<file path="src/rtl/ssd_ctrl_n.sv">
// Multiplexed seven-segment display controller: hex decode, decimal points, leading-zero
// blanking, PWM brightness and frame-synchronous double buffering of the displayed value.
module ssd_ctrl_n #(
  parameter int NUM_DIGITS      = 4,
  parameter int TICKS_PER_DIGIT = 262144,
  parameter int DIM_BITS        = 4,
  parameter bit ACTIVE_LOW      = 1'b1
) (
  input  logic                    clk,
  input  logic                    rst,
  input  logic                    i_load,
  input  logic [4*NUM_DIGITS-1:0] i_value,
  input  logic [NUM_DIGITS-1:0]   i_dp,
  input  logic                    i_lz_blank,
  input  logic [DIM_BITS-1:0]     i_bright,
  output logic [NUM_DIGITS-1:0]   o_digit_en,
  output logic [6:0]              o_led,
  output logic                    o_dp,
  output logic                    o_frame
);

  localparam int TW = $clog2(TICKS_PER_DIGIT);
  localparam int IW = $clog2(NUM_DIGITS);
  localparam int VW = 4 * NUM_DIGITS;
  localparam int SW = VW + NUM_DIGITS;

  localparam logic [TW-1:0] TICK_LAST = TW'(TICKS_PER_DIGIT - 1);
  localparam logic [IW-1:0] IDX_LAST  = IW'(NUM_DIGITS - 1);

  // Internal logic is active-low; XOR with these masks yields the board polarity.
  localparam logic [NUM_DIGITS-1:0] EN_POL  = {NUM_DIGITS{!ACTIVE_LOW}};
  localparam logic [6:0]            SEG_POL = {7{!ACTIVE_LOW}};
  localparam logic                  DP_POL  = !ACTIVE_LOW;

  // Active-low segment pattern {g,f,e,d,c,b,a} for one hex nibble.
  function automatic logic [6:0] hex_to_seg_n(input logic [3:0] nib);
    logic [6:0] seg;
    case (nib)
      4'h0:    seg = 7'b1000000;
      4'h1:    seg = 7'b1111001;
      4'h2:    seg = 7'b0100100;
      4'h3:    seg = 7'b0110000;
      4'h4:    seg = 7'b0011001;
      4'h5:    seg = 7'b0010010;
      4'h6:    seg = 7'b0000010;
      4'h7:    seg = 7'b1111000;
      4'h8:    seg = 7'b0000000;
      4'h9:    seg = 7'b0010000;
      4'hA:    seg = 7'b0001000;
      4'hB:    seg = 7'b0000011;
      4'hC:    seg = 7'b1000110;
      4'hD:    seg = 7'b0100001;
      4'hE:    seg = 7'b0000110;
      default: seg = 7'b0001110;
    endcase
    return seg;
  endfunction

  logic [TW-1:0]         r_tick_p0;
  logic [IW-1:0]         r_idx_p0;
  logic [SW-1:0]         r_shadow;
  logic [SW-1:0]         r_active;
  logic                  r_pending;

  logic                  w_tick_last;
  logic                  w_idx_last;
  logic                  w_boundary;

  logic [VW-1:0]         w_act_val;
  logic [NUM_DIGITS-1:0] w_act_dp;
  logic [3:0]            w_nib;
  logic                  w_dp_sel;
  logic                  w_blank;
  logic                  w_lz_run;
  logic [NUM_DIGITS-1:0] w_onehot;
  logic                  w_on;
  logic [NUM_DIGITS-1:0] w_en_n;
  logic [6:0]            w_seg_n;
  logic                  w_dp_n;

  logic [NUM_DIGITS-1:0] r_digit_en_p1;
  logic [6:0]            r_led_p1;
  logic                  r_dp_p1;
  logic                  r_frame_p1;

  assign w_tick_last = (r_tick_p0 == TICK_LAST);
  assign w_idx_last  = (r_idx_p0 == IDX_LAST);
  assign w_boundary  = w_tick_last && w_idx_last;

  // ---- stage p0: scan counters and frame-synchronous buffering ----
  always_ff @(posedge clk or posedge rst) begin
    if (rst) begin
      r_tick_p0 <= '0;
      r_idx_p0  <= '0;
    end else begin
      if (w_tick_last) begin
        r_tick_p0 <= '0;
        r_idx_p0  <= w_idx_last ? '0 : r_idx_p0 + IW'(1);
      end else begin
        r_tick_p0 <= r_tick_p0 + TW'(1);
      end
    end
  end

  always_ff @(posedge clk or posedge rst) begin
    if (rst) begin
      r_shadow  <= '0;
      r_active  <= '0;
      r_pending <= 1'b0;
    end else begin
      if (i_load) begin
        r_shadow <= {i_value, i_dp};
      end
      // A load landing on the boundary bypasses the shadow so it shows in the next frame.
      if (w_boundary) begin
        r_pending <= 1'b0;
        if (i_load) begin
          r_active <= {i_value, i_dp};
        end else if (r_pending) begin
          r_active <= r_shadow;
        end
      end else if (i_load) begin
        r_pending <= 1'b1;
      end
    end
  end

  assign w_act_val = r_active[SW-1:NUM_DIGITS];
  assign w_act_dp  = r_active[NUM_DIGITS-1:0];

  // Digit selection and leading-zero run; digit 0 is leftmost and sits in the top nibble.
  always_comb begin
    w_nib    = '0;
    w_dp_sel = 1'b0;
    w_blank  = 1'b0;
    w_onehot = '0;
    w_lz_run = i_lz_blank;
    for (int d = 0; d < NUM_DIGITS; d++) begin
      w_lz_run = w_lz_run && (w_act_val[4*(NUM_DIGITS-1-d) +: 4] == 4'h0);
      if (r_idx_p0 == IW'(d)) begin
        w_nib                      = w_act_val[4*(NUM_DIGITS-1-d) +: 4];
        w_dp_sel                   = w_act_dp[NUM_DIGITS-1-d];
        w_blank                    = w_lz_run && (d != NUM_DIGITS - 1);
        w_onehot[NUM_DIGITS-1-d]   = 1'b1;
      end
    end
  end

  // Tick 0 of every slot is dark so the previous digit's segments never ghost onto the next anode.
  assign w_on    = (r_tick_p0 != '0) && (r_tick_p0[TW-1 -: DIM_BITS] <= i_bright);
  assign w_en_n  = w_on ? ~w_onehot : '1;
  assign w_seg_n = w_blank ? 7'h7F : hex_to_seg_n(w_nib);
  assign w_dp_n  = ~w_dp_sel;

  // ---- stage p1: registered pin drivers ----
  always_ff @(posedge clk or posedge rst) begin
    if (rst) begin
      r_digit_en_p1 <= '1 ^ EN_POL;
      r_led_p1      <= 7'h7F ^ SEG_POL;
      r_dp_p1       <= 1'b1 ^ DP_POL;
      r_frame_p1    <= 1'b0;
    end else begin
      r_digit_en_p1 <= w_en_n ^ EN_POL;
      r_led_p1      <= w_seg_n ^ SEG_POL;
      r_dp_p1       <= w_dp_n ^ DP_POL;
      r_frame_p1    <= w_boundary;
    end
  end

  assign o_digit_en = r_digit_en_p1;
  assign o_led      = r_led_p1;
  assign o_dp       = r_dp_p1;
  assign o_frame    = r_frame_p1;

endmodule

</file>
<file path="config.mk">
export PLATFORM = sky130hd
export DESIGN_NAME = ssd_ctrl_n
export DESIGN_NICKNAME = d
export VERILOG_FILES = /design/src/rtl/ssd_ctrl_n.sv
export SDC_FILE = /design/constraint.sdc
export NUM_CORES = 1
export LEC_CHECK = 0
export CAP_MARGIN = 15
export CORE_ASPECT_RATIO = 0.8
export CORE_UTILIZATION = 55
export DETAILED_ROUTE_END_ITERATION = 6
export PLACE_DENSITY = 0.83
export SYNTH_ARGS = -nofsm -noshare
export SYNTH_HDL_FRONTEND = slang
export SYNTH_SLANG_ARGS = --single-unit
</file>
<file path="constraint.sdc">
create_clock -name clk -period 2.9 [get_ports clk]
set_clock_uncertainty 0.1 [all_clocks]
set_input_delay 0.435 -clock clk [delete_from_list [all_inputs] [get_ports clk]]
set_output_delay 0.435 -clock clk [all_outputs]
set_load 0.02 [all_outputs]
</file>
== Word level (Yosys, flattened, before mapping) ==
Memories as Yosys holds them, arrays and structs flattened.
Cells that the tools add are included.
Word-level totals
  bits in registers: 74
  bits in read-only memories: 112
  word-level logic and storage cells: 56
  memories: 1
Operators by class
  add/sub/neg operators: 2
  order comparisons: 1
  equality and inequality tests: 4
  muxes and demuxes: 24
  bitwise gates (word level): 2
  reductions and logical operators: 13
Memories
  (no name shown): words 16, width 7, rd ports 1, clocked after Yosys merged registers in 0, wr ports 0, RTL line 38  | case (nib)
Operators by type and width (count)
  $mux 20: 2
  $mux 4: 5
  $add 18x1->18 const B: 1
  $eq 18x18->1 const B: 1
  $mux 18: 1
  $reduce_bool 18->1: 1
  $mux 1: 14
  $logic_not 4->1: 3
  $mux 7: 1
  $logic_and 1x1->1: 5
  $eq 2x2->1 const B: 2
  $le 4x4->1: 1
  $not 4->4: 1
  $reduce_bool 2->1: 2
  $add 2x1->2 const B: 1
  $eq 2x1->1 const B: 1
  $logic_not 2->1: 1
  $mux 2: 1
  $reduce_and 2->1: 1
  $not 1->1: 1

== Logic depth before layout (Yosys ltp) ==
Gate-level depths: netlist of run 1.
  depth in word-level cells: 7
  gate-level depth with buffers: 11
  mapped depth without buffers: 10

== Least setup slack after synthesis of run 1 ==
OpenSTA, ideal clock, no wires.
  kind: register -> register
  from: register r_idx_p0[0]
  to: register r_led_p1[3], in the netlist o_led[3]
  library setup time: 0.081 ns
  data arrival time: 2.142 ns
  path slack: 0.577 ns
  cell stages (with the launch flop): 12
  path buffers: 1
  path through: dfrtp_1 inv_1 ha_1 buf_2 nor2_1 nand3_1 a32oi_1 inv_1 ha_1 nor2_1 a21oi_1 a32oi_1
Between the ends
  word-level cells in the longest chain between the ends: 7
  elaborated cells on any way between the ends: 14
  classes of those cells: 3 x eq/ne; 9 x mux; 1 x reduce/logical; 1 x memory
Ends and longest elaborated chain
  start: declaration: RTL line 60  | logic [IW-1:0] r_idx_p0;
  start signal: assignment: RTL line 98  | r_idx_p0 <= w_idx_last ? '0 : r_idx_p0 + IW'(1);
  $logic_not 2->1: RTL line 140  | if (r_idx_p0 == IW'(d)) begin
  $mux 4 (4 in a row): RTL line 140
  $mem_v2 16x7
  $mux 7 *: RTL line 152  | assign w_seg_n = w_blank ? 7'h7F : hex_to_seg_n(w_nib);
  via w_seg_n[3]: RTL line 78  | logic [6:0] w_seg_n;
  end signal: assignment: RTL line 159  | r_led_p1 <= 7'h7F ^ SEG_POL;
  end signal: assignment: RTL line 164  | r_led_p1 <= w_seg_n ^ SEG_POL;
  end: declaration: RTL line 82  | logic [6:0] r_led_p1;
Mark *: on every way through the listed nets, which the timed path passes. The rest lies on a longest branch.
A chain may end at the register's enable or synchronous reset.

== Final worst setup path of run 1 ==
Same ends and word-level chain as after synthesis.

==> results list, run 1 <==
- Run status: completed
* Crit-path cells: inv_1, ha_1, a21oi_1, a32oi_2, inv_1, ha_1, nor2_1, a21oi_1, a32oi_1
* Routed metal-1 wirelength: 3230 um
- Routed length on met3: 342 um
* Beginning of the worst hold path: r_active[0]$_DFFE_PP0P_
- TritonCTS buffer count: 9
- Following the worst setup path forward leads to its endpoint at o_led[3]$_DFF_PP1_.
* Buffers on Ports: 40
- For this run, the detailed router's first-pass iteration total came to 5.
- From bottom edge to top edge, the die measures 74.1 um.
- Using the TritonRoute via totals, the vias-per-cell ratio works out to 5.60.
* Highest clock rate: 378 MHz
* Final setup violating endpoints: 0
- Final Hold Vio Count: 0
* VDD IR-drop max: 0.260 mV
- For this configuration, the core starts out at a cell density of 0.588.
* Total grt overflow: 0
- Crit path largest cell delay: 470 ps
* Num ports: 41
- Clock Pin Slew Worst Setup and Hold Paths: 70 ps
* Placement-stage worst setup slack: 210 ps
- Synthesized netlist net count: 328
* Slew of the pin with the lowest slew margin: 559 ps
* Number of inserted diodes: 0
- After synthesis the netlist holds a flip-flop and latch count of 74.
- The congestion estimate from routability-driven global placement came to 0.840.
- STA puts the critical path data required time at 3070 ps.
* TritonCTS clock tree: built
- Category of the worst setup path capture point: flop
* Worst setup margin: 254 ps
- Once detailed placement completed, the half-perimeter wirelength came to 4570 um.
- Once the clock tree was built, the setup fixing pass inserted 0 buffers.
* Crit-path slowest cell: sky130_fd_sc_hd__ha_1
- Critical path launch point type: flop
* Area share of the leading cell type in the synthesized netlist: 0.435
- The synthesized netlist contains 45 unique library cells.
- Syn avg cell area: 12.6 um^2
* Power per standard cell area: 448 nW/um^2
- Setup repair after global routing left no endpoint under its margin.
* CP arrival: 2820 ps
- Clock tree buffer depth: 2
- Counting cells, the worst reg-to-reg path comes to 9.
* Post-placement cell count: 400
- Async set or reset register ratio after synthesis: 1.00
- Final wirelength: 6540 um
- For this run, the total global-route usage over all layers was measured as 0.219.
- The endpoint identified for the worst register-to-register timing path is o_led[3]$_DFF_PP1_.
- Average detailed-routed wire length per instance: 15.7 um
- Wire length of the first global-routing pass: 11300 um
* Top metal layer carrying routed signals: met4
- Hold timing on the final database bottoms out at a slack of 332 ps.
- The area growth from synthesis to layout is 18.1%.
- Sequential element share of the synthesized area: 0.523
- Among all flip-flop cells after synthesis, the most frequent one is sky130_fd_sc_hd__dfrtp_1.
* Via count: 2328
* Worst slew margin relative to its limit: 0.627
* Hold WC Path Type: reg -> reg
- Pin count of the biggest net entering global routing: 48
* Number of standard-cell rows in the floorplan: 25
- Area of the mapped netlist: 3570 um^2
- Yosys mapped a number of flops with a built-in enable equal to 0.
- For this run, design rule violations remaining after detail routing come to 0.
* Post-route fraction of the period consumed by the critical path: 0.912
- Cell taking the most area after synthesis: sky130_fd_sc_hd__dfrtp_1
* Number of synthesis warnings: 0
- The detail route stage leaves a number of antenna-violating nets equal to 0.
* Largest cells by area after synthesis: sky130_fd_sc_hd__dfrtp_1 (43%), sky130_fd_sc_hd__dfstp_2 (8.8%), sky130_fd_sc_hd__mux2_4 (8.4%)
- For the final routed database, the setup TNS stands at 0 ps.
* Largest fanout on the critical path: 16
* Count of clock tree sinks: 74
- Count of non-filler cells in the finished layout: 416
* Die X: 92.1 um
* Reg-to-reg critical path startpoint: r_idx_p0[0]$_DFFE_PP0N_
- The most critical setup path has its startpoint at r_idx_p0[0]$_DFFE_PP0N_.
- Of the cells placed in the final design, the portion with a size suffix greater than 1 is 0.227.
- Category of the most critical setup path: reg -> reg
- Net total in the final layout: 374
- The routed design uses 2880 um of met2 wire.
- In this run the number of H-tree levels came out at 3.
- The floorplan step defined a core boundary enclosing 6070 um^2.
* Vias in the first global route: 2257
- Area enclosed by the die boundary: 6820 um^2
* Max-cap violations: 0
- Clock tree synthesis selected as its root buffer the cell sky130_fd_sc_hd__clkbuf_8.
* Min cycle time layout: 2650 ps
- Clk Latency, worst-skew pair: 350 ps
- The worst register-to-register path has a setup slack of 250 ps.
* DR iter-0 viols: 185
- For this design the static power due to leakage is 1.82 nW.
- Synthesis handed over a netlist of 284 instances.
- The initial antenna violation count came to 0.
* Final count of pins violating max slew: 0
placed cells by master, fill, tap and decap left out, types with 2 or more instances in the layout:
master and count:
sky130_fd_sc_hd__nor2b_1 2, sky130_fd_sc_hd__clkdlybuf4s50_1 40, sky130_fd_sc_hd__nand4_1 4, sky130_fd_sc_hd__inv_1 16, sky130_fd_sc_hd__xor2_1 6, sky130_fd_sc_hd__nor4_1 4
sky130_fd_sc_hd__clkbuf_8 10, sky130_fd_sc_hd__nand2_1 10, sky130_fd_sc_hd__nand3b_1 4, sky130_fd_sc_hd__and4_4 2, sky130_fd_sc_hd__xnor2_1 10, sky130_fd_sc_hd__nor3_1 4
sky130_fd_sc_hd__o21ai_0 4, sky130_fd_sc_hd__clkbuf_1 5, sky130_fd_sc_hd__a21oi_1 11, sky130_fd_sc_hd__nand3_1 15, sky130_fd_sc_hd__o21a_1 2, sky130_fd_sc_hd__nor2_1 17
sky130_fd_sc_hd__mux2_4 20, sky130_fd_sc_hd__dfstp_2 12, sky130_fd_sc_hd__and3_1 2, sky130_fd_sc_hd__buf_4 3, sky130_fd_sc_hd__nand4bb_1 2, sky130_fd_sc_hd__o221ai_1 4
sky130_fd_sc_hd__ha_1 16, sky130_fd_sc_hd__dfrtp_1 62, sky130_fd_sc_hd__mux2_2 20, sky130_fd_sc_hd__mux2i_1 4, sky130_fd_sc_hd__a32oi_1 2, sky130_fd_sc_hd__a32o_1 2
where the power goes:
| part | switching, W | leakage, nW | total [W] | internal (W) |
|---|---|---|---|---|
| Clock | 0.000347 | 0.0817 | 0.000681 | 0.000335 |
| Sequential | 0.00000717 | 0.927 | 0.00108 | 0.00107 |
| Combinational | 0.0000593 | 0.809 | 0.000133 | 0.0000741 |
synthesized netlist by cell type, types with 2 or more instances:
| cell | number |
|---|---|
| sky130_fd_sc_hd__nor2_1 | 17 |
| sky130_fd_sc_hd__nand4_1 | 4 |
| sky130_fd_sc_hd__o221ai_1 | 4 |
| sky130_fd_sc_hd__nor3_1 | 4 |
| sky130_fd_sc_hd__nand2_1 | 10 |
| sky130_fd_sc_hd__o21ai_0 | 4 |
| sky130_fd_sc_hd__dfstp_2 | 12 |
| sky130_fd_sc_hd__nand3_1 | 15 |
| sky130_fd_sc_hd__nand3b_1 | 4 |
| sky130_fd_sc_hd__xnor2_1 | 10 |
| sky130_fd_sc_hd__ha_1 | 16 |
| sky130_fd_sc_hd__mux2_2 | 20 |
| sky130_fd_sc_hd__buf_2 | 2 |
| sky130_fd_sc_hd__inv_1 | 17 |
| sky130_fd_sc_hd__and4_4 | 2 |
| sky130_fd_sc_hd__o21a_1 | 2 |
| sky130_fd_sc_hd__mux2_4 | 20 |
| sky130_fd_sc_hd__mux2i_1 | 4 |
| sky130_fd_sc_hd__buf_12 | 2 |
| sky130_fd_sc_hd__clkbuf_1 | 5 |
| sky130_fd_sc_hd__nand4bb_1 | 2 |
| sky130_fd_sc_hd__a32oi_1 | 3 |
| sky130_fd_sc_hd__dfrtp_1 | 62 |
| sky130_fd_sc_hd__a21oi_1 | 11 |
| sky130_fd_sc_hd__nor2b_1 | 2 |
| sky130_fd_sc_hd__a32o_1 | 2 |
| sky130_fd_sc_hd__nor4_1 | 4 |
| sky130_fd_sc_hd__xor2_1 | 6 |
| sky130_fd_sc_hd__and3_1 | 2 |
final cells by class:
cell class                 count  area (um^2)
inverter                      17         63.8
clock buffer                  15          156
timing repair buffer          44          443
clock inverter                 1         5.00
sequential                    74         1870
fill                         446         1850
tap                           81          101
multi-input combinational    184         1580
routing by layer:
metal  global-route usage  vias up
li1                     -     1106
met1                0.309     1152
met2                0.328       59
met3               0.0726       11
met4               0.0642        0
met5                    0        -
cell families (layout without fill, tap and decap cells):
logic type / count (synthesis) / count (layout) / synth area share
AOI/OAI and AO/OA: 33 / 33 / 0.0634
and+or+nand+nor: 75 / 75 / 0.123
DFF: 74 / 74 / 0.523
adders and majority gates: 16 / 16 / 0.0561
buffers and inverters: 26 / 77 / 0.0372
xor gates and xnor gates: 16 / 16 / 0.0393
muxes: 44 / 44 / 0.158
critical path: cells and delay by family (launching register included):
family,cells,cell delay (ps)
AOI/OAI and AO/OA,4,840
adders and majority gates,2,800
and+or+nand+nor,1,140
DFF,1,410
buffers and inverters,2,290
repair_timing:
action                                  in CTS  in global routing
resized for setup                            0                  1
hold buffers                                 0                  0
endpoints found under the setup margin       0                  3
through the flow:
step,util,instance area (um^2),total power (W)
2_1_floorplan,-,3570,0.00116
3_3_place_gp,0.667,4050,0.00123
3_5_place_dp,0.667,4050,0.00123
4_1_cts,0.693,4210,0.00191
5_1_grt,0.694,4210,0.00197
6_report,0.694,4210,0.00189
how the worst min path moves through the flow:
stage               depth (start not counted)              to  slack, ps
floorplan                                   1  o_dp$_DFF_PP1_        280
global placement                            1  o_dp$_DFF_PP1_        300
detailed placement                          1  o_dp$_DFF_PP1_        310
CTS                                         1  o_dp$_DFF_PP1_        330
global route                                1  o_dp$_DFF_PP1_        350
finish                                      1  o_dp$_DFF_PP1_        330
sequential cells by signal, indices dropped and copies added, names as in the netlist:
register	count
o_digit_en	4
o_led	7
r_pending	1
r_tick_p0	18
o_frame	1
r_active	20
r_shadow	20
r_idx_p0	2
o_dp	1
Note: power is estimated with default switching activity, not from simulation.
==> run 2: changes to the inputs <==
--- a/config.mk
+++ b/config.mk
@@ -8,6 +8,7 @@
 export CAP_MARGIN = 15
 export CORE_ASPECT_RATIO = 0.8
 export CORE_UTILIZATION = 55
+export CTS_BUF_LIST = sky130_fd_sc_hd__clkbuf_2
 export DETAILED_ROUTE_END_ITERATION = 6
 export PLACE_DENSITY = 0.83
 export SYNTH_ARGS = -nofsm -noshare
==> results list, run 2 (same netlist as run 1, synthesis figures left out) <==
- The DRC marker count from the first detailed-route iteration is 171 (-7.6%).
- Pin count of the biggest net entering global routing: 48 (unchanged)
* Clock Pin Slew Worst Setup and Hold Paths: 180 ps (+110 ps)
* CP arrival: 3000 ps (+180 ps)
- The remaining global-route overflow is 0 (unchanged).
- The initial cell density of the core came to 0.588 (unchanged).
- Share of final-layout standard cells stronger than drive strength 1: 0.239 (+0.0119)
- By startpoint and endpoint, the worst setup path is classified as reg -> reg.
* Buffers on Ports: 40 (unchanged)
- P&R area growth vs syn: 15.7%
- Run status: completed
* Final count of pins violating max slew: 0 (unchanged)
* Quantity of gates resized following cts: 0 (unchanged)
* TritonCTS buffer count: 9 (unchanged)
- Setup repair after global routing missed its margin: no
- The chip height is 74.1 um (unchanged).
- The hold-fix buffer count after cts was 0 (unchanged).
* Category of the worst setup path capture point: flop
* Finished layout cell area: 4130 um^2 (-2.0%)
- The count of max-cap constraint violations is 0 (unchanged).
- The global-route total usage across every layer is 0.217 (-0.00218).
* Hpwl dp: 4570 um (unchanged)
- The via total after detailed routing came to 2351 (+0.99%).
- Root buf cell: sky130_fd_sc_hd__clkbuf_2
- The final net count came to 374 (unchanged).
- Min cycle time layout: 2650 ps (-0.789 ps)
* Hold WC Path Type: in -> async
- Power per standard cell area: 402 nW/um^2 (-10%)
* Crit path required time: 3250 ps (+180 ps)
* Registers with the most flip-flops: r_active (20), r_shadow (20), r_tick_p0 (18)
- The count of clock tree sinks was 74 (unchanged).
* VDD IR-drop max: 0.213 mV (-18%)
- Sequential fraction of design power: 0.647 (+0.078)
* Filler cell count: 461 (+3.4%)
- The average vias per placed instance was 5.65 (+0.99%).
- Core footprint: 6070 um^2 (unchanged)
* Switching power: 0.000393 W (-4.8%)
- The tightest hold margin came to 155 ps (-177 ps).
- Proportion of power drawn by the clock network: 0.273 (-0.087)
- The area after detailed placement is 4050 um^2 (unchanged).
- The remaining number of nets flagged by the antenna check after routing was 0 (unchanged).
- Post-placement cell count: 400 (unchanged)
- Post-route fraction of the period consumed by the critical path: 0.912 (about the same)
- Last weighted congestion value of the routability-driven placer: 0.840 (unchanged)
* Combinational cell fraction of total power: 0.080 (+0.009)
- Int Pwr: 0.00127 W (-14%)
* Number of inserted diodes: 0 (unchanged)
- The wire length of the first global-routing pass is 11200 um (-1.3%).
- Critical path launch point type: flop
* Post-CTS Repair Setup Buffers: 0 (unchanged)
* Final wirelength: 6450 um (-1.4%)
* Highest-count cells in the layout ignoring fill and taps: sky130_fd_sc_hd__dfrtp_1 (62), sky130_fd_sc_hd__clkdlybuf4s50_1 (40), sky130_fd_sc_hd__mux2_2 (20), sky130_fd_sc_hd__mux2_4 (20), sky130_fd_sc_hd__nor2_1 (17)
* Number of antenna violations at the first check in global routing: 0 (unchanged)
- Average detailed-routed wire length per instance: 15.5 um (-1.4%)
- The aggregate negative setup slack came to 0 ps (unchanged).
- DRC viols: 0 (unchanged)
* Count of non-filler cells in the finished layout: 416 (unchanged)
- Total power draw: 0.00166 W (-12%)
* Number of standard-cell rows in the floorplan: 25 (unchanged)
- Worst slew margin relative to its limit: 0.626 (about the same)
- Final setup violating endpoints: 0 (unchanged)
- The boundary pin count is 41 (unchanged).
- Final Hold Vio Count: 0 (unchanged)
- The clock network latency to the later pin of the worst-skew pair is 520 ps (+170 ps).
- Area enclosed by the die boundary: 6820 um^2 (unchanged)
- The leakage component of the power is 1.80 nW (-0.99%).
* Total number of H-tree levels: 3 (unchanged)
- Vias in the first global route: 2240 (-0.75%)
- The x dimension of the die came to 92.1 um (unchanged).
- The detailed-router iteration count before antenna repair came to 4 (-1).
- Highest clock rate: 378 MHz (about the same)
- The maximum clock insertion buffer count came to 2 (unchanged).
* Commonest non-fill, non-tap cell in the layout: sky130_fd_sc_hd__dfrtp_1
- The transition time at the pin with the least slew margin came to 560 ps (+0.751 ps).
- The largest fanout on the critical path came to 16 (unchanged).
- TritonCTS built the clock tree.
* Switching part of the total power: 0.236 (+0.0178)
## run 2: worst max-delay path, stage by stage, from the launching register on
cell and delay [ps]:
sky130_fd_sc_hd__dfrtp_1 450, sky130_fd_sc_hd__inv_1 110, sky130_fd_sc_hd__ha_1 460, sky130_fd_sc_hd__a21oi_1 190
sky130_fd_sc_hd__a32oi_2 380, sky130_fd_sc_hd__inv_1 160, sky130_fd_sc_hd__ha_1 320, sky130_fd_sc_hd__nor2_1 160
sky130_fd_sc_hd__a21oi_1 60, sky130_fd_sc_hd__a32oi_1 210
## run 2: power by group through the flow
stage | sequential, W | combinational, W | clock [W]
3_3_place_gp | 0.00109 | 0.000133 | 0
5_1_grt | 0.00108 | 0.000147 | 0.000506
3_5_place_dp | 0.00109 | 0.000136 | 0
6_report | 0.00108 | 0.000134 | 0.000454
4_1_cts | 0.00108 | 0.000137 | 0.000470
2_1_floorplan | 0.00110 | 0.0000634 | 0
## run 2: layout make-up
type	count	area (um^2)	share of cell area
sequential	74	1870	0.452
clock buffer	14	70.1	0.0170
timing repair buffer	44	443	0.107
clock inverter	2	8.76	0.00212
tap	81	101	0.0245
inverter	17	63.8	0.0154
multi-input combinational	184	1580	0.382
## run 2: per-stage QoR
step            util  setup WS, ps
2_1_floorplan      -           503
3_3_place_gp   0.667           424
3_5_place_dp   0.667           210
4_1_cts        0.680           171
5_1_grt        0.681          42.7
6_report       0.681           255
## run 2: worst paths after layout
check | startpoint | end | slack (ps) | depth (start not counted)
max | r_idx_p0[0]$_DFFE_PP0N_ | o_led[3]$_DFF_PP1_ | 250 | 9
min | rst | r_active[3]$_DFFE_PP0P_ | 160 | 2
max reg2reg | r_idx_p0[0]$_DFFE_PP0N_ | o_led[3]$_DFF_PP1_ | 250 | 9
min reg2reg | r_active[0]$_DFFE_PP0P_ | o_dp$_DFF_PP1_ | 340 | 1
max in group asynchronous | rst | o_digit_en[3]$_DFF_PP1_ | 1870 | 3
min in group clk | r_active[0]$_DFFE_PP0P_ | o_dp$_DFF_PP1_ | 340 | 1
## run 2: per-layer routing
metal / global-route usage / part of all wire
met5: 0 / 0
met4: 0.0747 / 0.015
met2: 0.330 / 0.44
met1: 0.303 / 0.49
met3: 0.0634 / 0.049
